## config.mk

```make
export PLATFORM = sky130hd
export DESIGN_NAME = symbol_upsampler
export DESIGN_NICKNAME = d
export VERILOG_FILES = /design/src/rtl/symbol_upsampler.sv
export SDC_FILE = /design/constraint.sdc
export NUM_CORES = 1
export LEC_CHECK = 0
export BUFFER_PORTS_ARGS = -buffer_cell sky130_fd_sc_hd__buf_2
export CORE_MARGIN = 2
export CORE_UTILIZATION = 40
export CTS_CLUSTER_SIZE = 12
export DETAILED_ROUTE_END_ITERATION = 10
export GPL_TIMING_DRIVEN = 0
export PLACE_DENSITY_LB_ADDON = 0.3
export SLEW_MARGIN = 20
export SYNTH_ARGS = -nofsm -noshare
export SYNTH_HDL_FRONTEND = slang
export SYNTH_SLANG_ARGS = --single-unit
```

## constraint.sdc

```tcl
create_clock -name clk -period 2.55 [get_ports clk]
set_clock_uncertainty 0.15 [all_clocks]
set_input_delay 0.51 -clock clk [delete_from_list [all_inputs] [get_ports clk]]
set_output_delay 0.51 -clock clk [all_outputs]
set_load 0.03 [all_outputs]
```

## src/rtl/symbol_upsampler.sv

```systemverilog
// Symbol-rate to sample-rate upsampler: 4-deep I/Q FIFO drained one symbol per 2^SPS_LOG2 clocks.
// Optional build macro ZERO_STUFF_EN selects zero insertion instead of sample-and-hold.
module symbol_upsampler #(
  parameter int WIDTH    = 16,
  parameter int SPS_LOG2 = 5,
  parameter int FIFO_AW  = 2
) (
  input  logic                    clk,
  input  logic                    rst,
  input  logic                    enable,
  input  logic signed [WIDTH-1:0] I_1M,
  input  logic signed [WIDTH-1:0] Q_1M,
  input  logic                    sym_valid,
  output logic                    sym_ready,
  output logic signed [WIDTH-1:0] I_32M,
  output logic signed [WIDTH-1:0] Q_32M,
  output logic                    sample_valid,
  output logic                    sym_strobe,
  output logic                    underflow,
  output logic [FIFO_AW:0]        fifo_level
);

  localparam int DEPTH = 1 << FIFO_AW;
  localparam logic [SPS_LOG2-1:0] LAST_PHASE = '1;

  typedef enum logic {IDLE, RUN} state_t;

  state_t              state, state_next;
  logic [SPS_LOG2-1:0] phase;

  logic [FIFO_AW:0]        wr_ptr, rd_ptr;
  logic signed [WIDTH-1:0] mem_i [DEPTH];
  logic signed [WIDTH-1:0] mem_q [DEPTH];
  logic signed [WIDTH-1:0] head_i, head_q;
  logic                    full, empty, empty_q;
  logic                    push, pop, underflow_next;

  // ---------------------------------------------------------------- FIFO
  assign full  = (wr_ptr[FIFO_AW] != rd_ptr[FIFO_AW]) &&
                 (wr_ptr[FIFO_AW-1:0] == rd_ptr[FIFO_AW-1:0]);
  assign empty = (wr_ptr == rd_ptr);

  assign sym_ready  = !full;
  assign push       = sym_valid && !full;
  assign fifo_level = wr_ptr - rd_ptr;
  assign head_i     = mem_i[rd_ptr[FIFO_AW-1:0]];
  assign head_q     = mem_q[rd_ptr[FIFO_AW-1:0]];

  // empty_q delays burst start by one clock so a fresh symbol takes two edges to appear.
  always_ff @(posedge clk) begin
    // NOTE: sequential state uses non-blocking assignments so every register samples pre-edge values.
    if (rst) begin
      wr_ptr  <= '0;
      rd_ptr  <= '0;
      empty_q <= 1'b1;
    end else begin
      if (push) wr_ptr <= wr_ptr + 1'b1;
      if (pop)  rd_ptr <= rd_ptr + 1'b1;
      empty_q <= empty;
    end
  end

  // NOTE: the storage array has no reset; the pointers alone define which entries are valid.
  always_ff @(posedge clk) begin
    if (push) begin
      mem_i[wr_ptr[FIFO_AW-1:0]] <= I_1M;
      mem_q[wr_ptr[FIFO_AW-1:0]] <= Q_1M;
    end
  end

  // ---------------------------------------------------------------- FSM
  always_ff @(posedge clk) begin
    if (rst) state <= IDLE;
    else     state <= state_next;
  end

  always_comb begin
    // NOTE: every output of this block gets a default first, so no path can infer a latch.
    state_next     = state;
    pop            = 1'b0;
    underflow_next = 1'b0;
    case (state)
      IDLE: begin
        if (enable && !empty && !empty_q) begin
          pop        = 1'b1;
          state_next = RUN;
        end
      end
      RUN: begin
        if (phase == LAST_PHASE) begin
          if (enable && !empty) begin
            pop = 1'b1;
          end else begin
            // Dropping enable is a clean stop; running dry while enabled is an underflow.
            state_next     = IDLE;
            underflow_next = enable;
          end
        end
      end
      default: state_next = IDLE;
    endcase
  end

  // ---------------------------------------------------------------- datapath
  always_ff @(posedge clk) begin
    if (rst) begin
      I_32M        <= '0;
      Q_32M        <= '0;
      sample_valid <= 1'b0;
      sym_strobe   <= 1'b0;
      underflow    <= 1'b0;
      phase        <= '0;
    end else begin
      sym_strobe   <= pop;
      underflow    <= underflow_next;
      sample_valid <= (state_next == RUN);
      if (pop) begin
        I_32M <= head_i;
        Q_32M <= head_q;
        phase <= '0;
      end else if (state_next == RUN) begin
        phase <= phase + 1'b1;
`ifdef ZERO_STUFF_EN
        I_32M <= '0;
        Q_32M <= '0;
`endif
      end else begin
        I_32M <= '0;
        Q_32M <= '0;
        phase <= '0;
      end
    end
  end

endmodule

```

=== After elaboration in Yosys (flattened, before gate mapping) ===
Memory sizes are Yosys's and may differ from the RTL's. A register that Yosys moved wholly into a read port is not among the register bits.
Cells that the tools add are included.

* Register bits: 47
* Memory bits (writable): 128
* Input bits: 36
* Output and inout port bits: 39
* Word-level logic and storage cells: 47
* Memories: 2

{| class="wikitable"
|+ Memories
! memory !! words !! width !! rd ports !! clocked after Yosys merged registers in !! wr ports !! RTL line !! text
|-
| mem_i || 4 || 16 || 1 || 1 || 1 || 32 || <nowiki>logic signed [WIDTH-1:0] mem_i [DEPTH];</nowiki>
|-
| mem_q || 4 || 16 || 1 || 1 || 1 || 33 || <nowiki>logic signed [WIDTH-1:0] mem_q [DEPTH];</nowiki>
|}

* Add/sub/neg operators: 4
* Equality and inequality tests: 5
* Muxes and demuxes: 15
* Bitwise operators: 3
* Reductions and logical operators: 9

{| class="wikitable"
|+ Operators with widths
! operator !! number
|-
| 16-bit 2-to-1 mux || 3
|-
| 2-bit 2-to-1 mux || 4
|-
| 3-bit by 1-bit adder with 3-bit output, second input constant || 2
|-
| 1-bit 2-to-1 mux || 6
|-
| 5-bit by 1-bit adder with 5-bit output, second input constant || 1
|-
| 5-bit == test, second input constant || 1
|-
| 1-bit logical AND || 4
|-
| 1-bit case mux with 2 select lines || 2
|-
| 4-bit OR reduction || 1
|-
| 3-bit == test || 1
|-
| 1-bit zero test || 3
|-
| 1-bit NOT || 3
|-
| 3-bit OR reduction || 1
|-
| 3-bit subtractor || 1
|-
| 2-bit == test || 1
|-
| 2-bit by 1-bit inequality test with 1-bit output, second input constant || 1
|-
| 1-bit inequality test || 1
|}

=== Depth between registers and ports, before layout ===
Gate-level depths: netlist of run 1.

* Depth in word-level cells: 8
* Depth in mapped cells: 9
* Depth with buffers taken out: 7

=== Worst setup path after synthesis of run 1 ===
OpenSTA, ideal clock, no wires.

* Kind: flip-flop to flip-flop
* From: register wr_ptr[0]
* To: memory mem_i[0][0] (enable)
* Setup time: 0.392 ns
* Arrival: 1.887 ns
* Required time: 2.008 ns
* Slack: 0.121 ns
* Stages on the path, launching flop included: 6
* Path buffers: 0
* Clock period less this slack: 2.429 ns
* Cell sequence: dfxtp_1 > inv_1 > ha_1 > nand2_1 > o21a_1 > and2_1

* Cells in the longest elaborated chain, start to end: 6

{| class="wikitable"
|+ Ends and longest elaborated chain
! what !! RTL line !! text
|-
| start, declared || 31 || <nowiki>logic [FIFO_AW:0] wr_ptr, rd_ptr;</nowiki>
|-
| start signal, assigned || 57 || <nowiki>if (push) wr_ptr <= wr_ptr + 1'b1;</nowiki>
|-
| 2-bit == test || 40 || <nowiki>(wr_ptr[FIFO_AW-1:0] == rd_ptr[FIFO_AW-1:0]);</nowiki>
|-
| 1-bit logical AND || 39 || <nowiki>assign full = (wr_ptr[FIFO_AW] != rd_ptr[FIFO_AW]) &&</nowiki>
|-
| 1-bit zero test || 44 || <nowiki>assign push = sym_valid && !full;</nowiki>
|-
| 1-bit logical AND || 44 ||
|-
| 1-bit 2-to-1 mux || 65 || <nowiki>if (push) begin</nowiki>
|-
| 1-bit 2-to-1 mux (implied by the code) || 66 || <nowiki>mem_i[wr_ptr[FIFO_AW-1:0]] <= I_1M;</nowiki>
|-
| end, declared || 32 ||
|}

Parallel ways exist; a longest one is shown, timed or not.

=== Worst setup path after layout of run 1 ===
* From: register wr_ptr[0]
* To: output fifo_level[2]

* Cells in the longest elaborated chain, start to end: 1

{| class="wikitable"
|+ Ends and longest elaborated chain
! what !! RTL line !! text
|-
| 3-bit subtractor || 45 || <nowiki>assign fifo_level = wr_ptr - rd_ptr;</nowiki>
|-
| end, declared || 20 || <nowiki>output logic [FIFO_AW:0] fifo_level</nowiki>
|}

No other way between the ends.

==> impl.org, run 1 <==
** Clocking
- Number of sinks driven by the clock tree :: 177
- Maximum clock path buffer count :: 2
- Clock H-tree levels :: 4
- TritonCTS buffer count :: 17
- Clock network latency to the later pin of the worst-skew pair :: about 0.42 ns
- After clock tree synthesis, the clock-pin slew on the worst setup and hold paths is 0.06 ns.
- Number of setup buffers added after CTS :: 0
- In this run, post-CTS hold repair placed 0 buffers.
- Clock Tree Root :: clkbuf_16
- TritonCTS built the clock tree.

** Timing
- Setup tns final :: 0 ns
- At the pin with the least slew margin, the transition time is between 0.6 and 0.7 ns.
- Setup repair after global routing missed its margin :: false
- Total count of hold-check failures in the final report :: 0
- Fin crit period :: roughly 2.4 ns
- Derived from the worst setup path, the maximum achievable clock frequency is roughly 410 MHz.
- The number of pins with negative max-slew slack in the final report is 0.
- Setup-failing EPs final :: 0
- After layout, the worst path uses a little over nine tenths of the clock period.
- Max transition margin :: between 50% and 60%

** Pwr
- In this run the power density over the cells is around 800 nW/um^2.
- Total power for the finished layout comes to approximately 0.0062 W.
- For this design the static power due to leakage is around 2.8 nW.
- The worst-case IR drop observed on VDD is between 500 and 600 uV.

** Yosys
- By area the synthesized netlist is led by edfxtp_1, dfxtp_1, mux4_2, a22o_1, ha_1.
- Most frequent cell after synthesis :: edfxtp_1
- Main synth FF type :: edfxtp_1
- The cell area that synthesis handed to floorplanning was roughly 6400 sq um.
- In this run, synthesis produced a sequential element count of roughly 180.
- Synth cell count leaders :: edfxtp_1, dfxtp_1, a22o_1, mux4_2, ha_1
- In this run, synthesis inferred roughly 130 flip-flops with an integrated enable.
- In the synthesized netlist the async set-or-reset flop fraction comes to 0%.
- Gate count after technology mapping :: 321
- The biggest area contributor in the post-synthesis netlist is edfxtp_1.
- Syn Nets :: 367
- Dividing the synthesized area by the synthesized cell count gives around 20 sq um.
- The share of synthesized area in the top cell type comes to ~60%.
- Number of distinct library cell variants in the gate-level netlist after synthesis :: 33
- Of the synthesized area, sequential elements account for roughly 75%.
- Warning count from the yosys run :: 0

** Route
- The detailed router finished its first iteration with 220 violations.
- The detailed router placed 3,240 vias in this run.
- Number of iterations in the first detailed-routing pass :: 4
- The count of nets left with antenna violations once routing finished came out at 0.
- Dividing the detail-routed via count by the number of cells gives 5.00.
- Total detailed-routing wirelength :: roughly 12 mm
- Post-route DRC :: 0
- Routed length per placed instance :: 18.6 um

** Layout
- Leaving out filler cells and counting taps, the final layout contains between 600 and 700.
- Ratio of cells with drive above 1 in the final layout :: between 30% and 40%
- Area of all placed cells without fillers :: between 7000 and 8000 sq um
- Counting the fill cells in the layout gives ~1,400.
- For this run, the post-layout net count is between 400 and 500.
- Relative to the synthesized area, the layout overhead comes to 21.4%.
- Final core utilization :: between 40% and 50%

** Global routing
- Remaining global-route overflow :: 0
- Global routing used about a fifth of the available met1 tracks.
- Most Used Layer, Global Route :: met2
- The number of global-route vias before repair came to around 3,300.
- Global-route usage over all layers :: 15.3%
- Wire length of the first global-routing pass :: between 15 and 20 mm
- The number of antenna violations at the first check in global routing came to 1.
- Met3 track demand over resource in global routing :: around 4.9%
- Pin count of the biggest net entering global routing :: 23
- For this run, global-route usage on met2 was measured as 24.7%.

** Critical path
- The worst setup path is launched from a flip-flop.
- Critical path, cell by cell :: inv_1 -> ha_4 -> fa_1 -> xnor2_1 -> buf_4
- In this design, the stage delay of the slowest critical-path cell is about 0.37 ns.
- Category of the worst setup path capture point :: output pin
- Worst endpoint data arrival time :: roughly 1.8 ns
- Critical path buffer and inverter count :: 2
- Required arrival time at the worst endpoint :: 1.89 ns
- Among all stages on the critical path, the largest delay is contributed by dfxtp_2.
- Critical Path Fanout Max :: 4
- The worst setup path is of the flip-flop to output pin kind.
- Cell family with most CP delay :: adder cells

** Die
- Core region area :: about 16,000 sq um
- Once the floorplan was initialized, standard cells occupied between 40% and 50% of the core.
- Number of top-level design ports :: between 70 and 80
- Full die area :: 17,000 sq um
- Horizontal die dimension :: 131 um
- The floorplan has 46 rows.
- Die Height :: 131 um

** Hold path
- Type of the most critical hold path :: primary input to flip-flop

** Place
- Summed over all nets, the half-perimeter wirelength after detailed placement is 7.84 mm.
- In this run the cell area measured after placement is about 7100 sq um.
- Number of port buffers :: 74
- Routability-driven placement finished with a final weighted congestion of about 0.73.
- Once placement completed, the tool counted placed cells totaling 615.

** Run status
- The run finished with clean final reports.

** Flow run
- Maxcap violations :: 0
-- final timing paths --
check | end | start | slack (ns) | depth (start not counted)
max reg2reg | mem_q[2][1]$_DFFE_PP_ | rd_ptr[1]$_SDFFE_PP0P_ | 0.29 | 6
min | mem_q[3][8]$_DFFE_PP_ | Q_1M[8] | 0.15 | 1
min reg2reg | phase[0]$_SDFF_PP0_ | phase[0]$_SDFF_PP0_ | 0.30 | 1
max | fifo_level[2] | wr_ptr[0]$_SDFFE_PP0P_ | 0.12 | 5
-- repair_timing --
action / in CTS / in global routing
endpoints found under the setup margin: 1 / 32
pin swaps: 0 / 1
gates resized for setup: 2 / 8
-- flip-flops by register name, indices dropped and copies added, names as in the netlist, named ones only --
register      cells
sample_valid      1
empty_q           1
mem_i            64
I_32M            16
phase             5
rd_ptr            3
wr_ptr            3
Q_32M            16
underflow         1
mem_q            64
sym_strobe        1
-- power breakdown --
part	total (W)	switching, W	internal (W)	leakage (nW)
logic	0.000351	0.000203	0.000148	0.964
clock network	0.00265	0.00105	0.00160	0.300
registers	0.00324	0.0000306	0.00321	1.57
-- per-layer routing --
layer | part of all wire (%) | vias up | wire length [um]
li1 | - | 1487 | -
met1 | 42 | 1632 | 5020
met2 | 49 | 101 | 5870
met3 | 6.9 | 20 | 833
met4 | 2.5 | 0 | 296
met5 | 0 | - | 0
-- cell usage in the layout, fill, tap and decap left out, types with 3 or more instances in the layout --
master	netlist	routed
a22o_1	32	32
and2_2	0	3
buf_12	0	3
buf_2	4	77
buf_6	4	4
bufinv_16	0	3
clkbuf_1	7	5
clkbuf_16	0	17
clkbuf_2	0	3
clkinv_4	0	4
dfxtp_1	49	47
edfxtp_1	128	128
ha_1	9	8
inv_1	7	6
mux2_1	3	3
mux4_2	32	32
nand2_1	4	4
nand2b_1	3	3
nor2_1	8	8
xnor2_1	3	3
-- per-stage QoR --
step / hold WS, ns / setup WS [ns]
detailed placement: 0.295 / 0.0603
finish: 0.153 / 0.116
global placement: 0.281 / -0.676
CTS: 0.132 / 0.0463
floorplan: 0.268 / 0.121
global route: 0.134 / 0.0333
-- layout make-up --
class | instances | area, sq um | share of cell area [%]
flip-flops and latches | 177 | 4830 | 62.1
multi-input cells | 122 | 1480 | 19.0
repair buffers | 78 | 460 | 5.92
clock buffers | 20 | 457 | 5.88
well taps | 216 | 270 | 3.48
clock inverters | 12 | 158 | 2.03
plain buffers | 15 | 95.1 | 1.22
inverters | 7 | 26.3 | 0.338
diodes | 1 | 2.50 | 0.0322
-- cells by family after synthesis --
kind of cell               after synthesis  share of synthesized area, %
buffers and inverters                   22                          1.84
xor gates and xnor gates                 6                         0.938
and+or+nand+nor                         33                          2.93
DFF                                    177                          75.4
adders and majority gates               10                          2.07
AOI/OAI and AO/OA                       36                          4.77
muxes                                   37                          12.1
Power figures use the tool's default switching activity.
==> inputs of run 2 (changes only) <==
--- a/config.mk
+++ b/config.mk
@@ -6,6 +6,7 @@
 export NUM_CORES = 1
 export LEC_CHECK = 0
 export BUFFER_PORTS_ARGS = -buffer_cell sky130_fd_sc_hd__buf_2
+export CORE_ASPECT_RATIO = 1.25
 export CORE_MARGIN = 2
 export CORE_UTILIZATION = 40
 export CTS_CLUSTER_SIZE = 12
==> impl.org, run 2 (synthesis gave the netlist of run 1 again) <==
** Critical path
- The required time at the worst-slack endpoint was 1.89 ns (about the same).
- Register-to-Register Path Depth :: 6 (unchanged)
- Worst Setup EP :: fifo_level[2]
- Worst Setup SP :: wr_ptr[0]$_SDFFE_PP0P_
- Critical Path Fanout Max :: 4 (unchanged)
- The flop-to-flop setup slack came to 0.15 ns (-0.14 ns).
- The worst setup path is of the flip-flop to output pin kind.
- In this run the critical register-to-register path is launched from phase[0]$_SDFF_PP0_.
- STA classifies the critical path endpoint as an output pin.
- Sort of element at the start of the critical path :: flip-flop
- The endpoint identified for the worst register-to-register timing path is I_32M[13]$_SDFFE_PP0P_.
- The worst path arrival time is 1.79 ns (+0.02 ns).

** Place
- The number of buffer cells added on primary ports was 74 (unchanged).
- The final estimated routing congestion in global placement is 0.711 (-2.4%).
- The worst-case setup slack after placement is 0.118 ns (+0.0580 ns).
- The half-perimeter wire length after placement came to 7.76 mm (-1.1%).
- Number of instances in the placed design :: 611 (-0.65%)

** Layout
- The number of fill cells came to 1,307 (-4.6%).
- Final instance count without filler cells :: 644 (-0.62%)
- Register Area :: 4830 sq um (about the same)
- Compared with the post-synthesis result, the final layout area differs by 21.2%.
- Leaving out fill and tap cells, the most frequent cells in the layout are edfxtp_1, buf_2, dfxtp_1, mux4_2, a22o_1.
- Final core utilization :: 49.6% (+0.36 points)
- The area of combinational cells with multiple inputs was 1460 sq um (-0.85%).
- The library cell used most frequently in the layout, excluding fill and tap cells, is edfxtp_1.
- The share of post-route cells with drive strength above 1 came to 36.7% (-0.93 points).
- Final layout net count :: 464 (unchanged)

** Global routing
- The number of antenna violations at the first check in global routing was 1 (unchanged).
- Vias in the first global route :: 3,386 (+2.5%)
- The layer flagged by global routing as most heavily used is met2.
- The maximum number of pins on one net before global-route repair is 25 (+8.7%).
- The overall overflow remaining after global route came to 0 (unchanged).
- Global-route usage over all layers :: 15.0% (-0.25 points)
- Global-route met2 utilization :: 25.0% (+0.28 points)
- The met3 demand-to-capacity share in global routing was 4.33% (-0.60 points).
- GRT met1 Usage :: 18.1% (-0.95 points)
- Wire length of the first global-routing pass :: 18.7 mm (+0.37%)

** Clocking
- TritonCTS clock tree :: built
- The post-CTS setup buffer count came to 0 (unchanged).
- Maximum clock path buffer count :: 2 (unchanged)
- The number of clock sinks came to 177 (unchanged).
- Clock H-tree levels :: 4 (unchanged)
- Clock transition at the registers of the reported paths :: 0.07 ns (about the same)
- Clock tree synthesis selected as its root buffer the cell clkbuf_16.
- TritonCTS buffer count :: 17 (unchanged)
- Clock network latency to the later pin of the worst-skew pair :: 0.42 ns (about the same)

** Die
- The site row count was 51 (+11%).
- The number of top-level design ports came to 75 (unchanged).
- Die Height :: 145 um (+11%)
- The starting density of the core came to 41.0% (+0.35 points).
- Horizontal die dimension :: 117 um (-10%)
- The die outline area came to 17,000 sq um (about the same).
- Core region area :: 15,600 sq um (-0.86%)

** Timing
- Setup repair after global routing left no endpoint under its margin.
- The final critical-path share of the clock period came to 96.0% (+0.56 points).
- The hold violation total from the final report was 0 (unchanged).
- The worst setup margin is 0.102 ns (-0.0143 ns).
- The clock period minus final worst setup slack was 2.45 ns (+0.0143 ns).
- Fmax achieved :: 409 MHz (-0.58%)
- Hold slack :: 0.153 ns (-0.000193 ns)
- Final-report max-slew violation count :: 0 (unchanged)
- The accumulated negative setup slack came to 0 ns (unchanged).
- Setup-failing EPs final :: 0 (unchanged)
- Max transition margin :: 56.4% (+1.5 points)
- Transition time at the pin with the least slew margin :: 0.654 ns (-0.0229 ns)

** Route
- Iter 0 DRT Violations :: 98 (-55%)
- Total detailed-routing wirelength :: 11.8 mm (-1.5%)
- Post-route DRC :: 0 (unchanged)
- The first-pass iteration count of the detailed router came to 4 (unchanged).
- Routed via count :: 3,203 (-1.1%)
- The routed length per placed instance was 18.4 um (-0.88%).
- Vias per std cell :: 4.97 (-0.53%)
- Number of antenna-violating nets in the routed design :: 0 (unchanged)

** Pwr
- The clock network fraction of total power is 42.5% (about the same).
- The cell-internal power was 0.00492 W (-0.78%).
- The combinational share of power is 5.6% (about the same).
- The static power due to leakage was 2.83 nW (-0.11%).
- Switching power :: 0.00133 W (+3.1%)
- The maximum vdd drop was 402 uV (-28%).
- The fraction of power spent switching nets was 21.2% (+0.63 points).
- The power density of the placed cells was 804 nW/um^2 (+0.16%).
- The portion of total power attributed to sequential cells is 51.9% (about the same).

** Hold path
- The min-delay analysis places its worst path in the category primary input to flip-flop.
- Cell count of the worst hold path :: 1 (unchanged)

** Run status
- Result of the run :: completed

** Flow run
- The number of max-cap violations is 0 (unchanged).
==> run 2: area by class of cell <==
type,count,area share [%]
antenna,1,0.0322
buffer,15,1.19
clock buffer,18,5.53
clock inverter,14,2.29
inverter,7,0.339
multi-input combinational,122,18.9
sequential,177,62.2
tap,212,3.42
timing repair buffer,78,6.13
==> run 2: metal layers <==
layer	share of wire [%]	up-vias	wire, um
met5	0.11	-	13
met4	2.0	2	238
met3	4.4	20	527
met2	52	70	6200
met1	41	1631	4870
li1	-	1480	-
==> run 2: worst max-delay path: stages, from the launching register on <==
cell     delay, ns
dfxtp_4       0.37
inv_1         0.07
ha_1          0.21
fa_1          0.38
xnor2_1       0.16
buf_4         0.18
==> run 2: how the worst min path moves through the flow <==
stage / startpoint / to / slack (ns)
2_1_floorplan: phase[0]$_SDFF_PP0_ / phase[0]$_SDFF_PP0_ / 0.27
3_3_place_gp: phase[0]$_SDFF_PP0_ / phase[0]$_SDFF_PP0_ / 0.28
3_5_place_dp: phase[0]$_SDFF_PP0_ / phase[0]$_SDFF_PP0_ / 0.30
4_1_cts: I_1M[4] / mem_i[2][4]$_DFFE_PP_ / 0.14
5_1_grt: Q_1M[8] / mem_q[2][8]$_DFFE_PP_ / 0.14
6_report: I_1M[4] / mem_i[2][4]$_DFFE_PP_ / 0.15
==> run 2: power by group through the flow <==
stage	registers (W)	clock network (W)	logic, W
after floorplan	0.00331	0	0.000197
after detailed placement	0.00330	0	0.000356
final	0.00324	0.00266	0.000350
after global placement	0.00330	0	0.000326
after global routing	0.00324	0.00283	0.000381
after CTS	0.00324	0.00270	0.000358
==> run 2: what timing repair did <==
action                     CTS  global route
hold buffers                 0             0
hold endpoints to repair     0             0
setup endpoints to repair    1            36
pin swaps                    0             0
gates resized for setup      1             4
==> run 2: stage by stage <==
step                      cell area [sq um]  total power, W
after global routing                   7760         0.00645
after global placement                 7040         0.00362
after CTS                              7750         0.00630
after floorplan                        6400         0.00351
final                                  7760         0.00624
after detailed placement               7140         0.00366
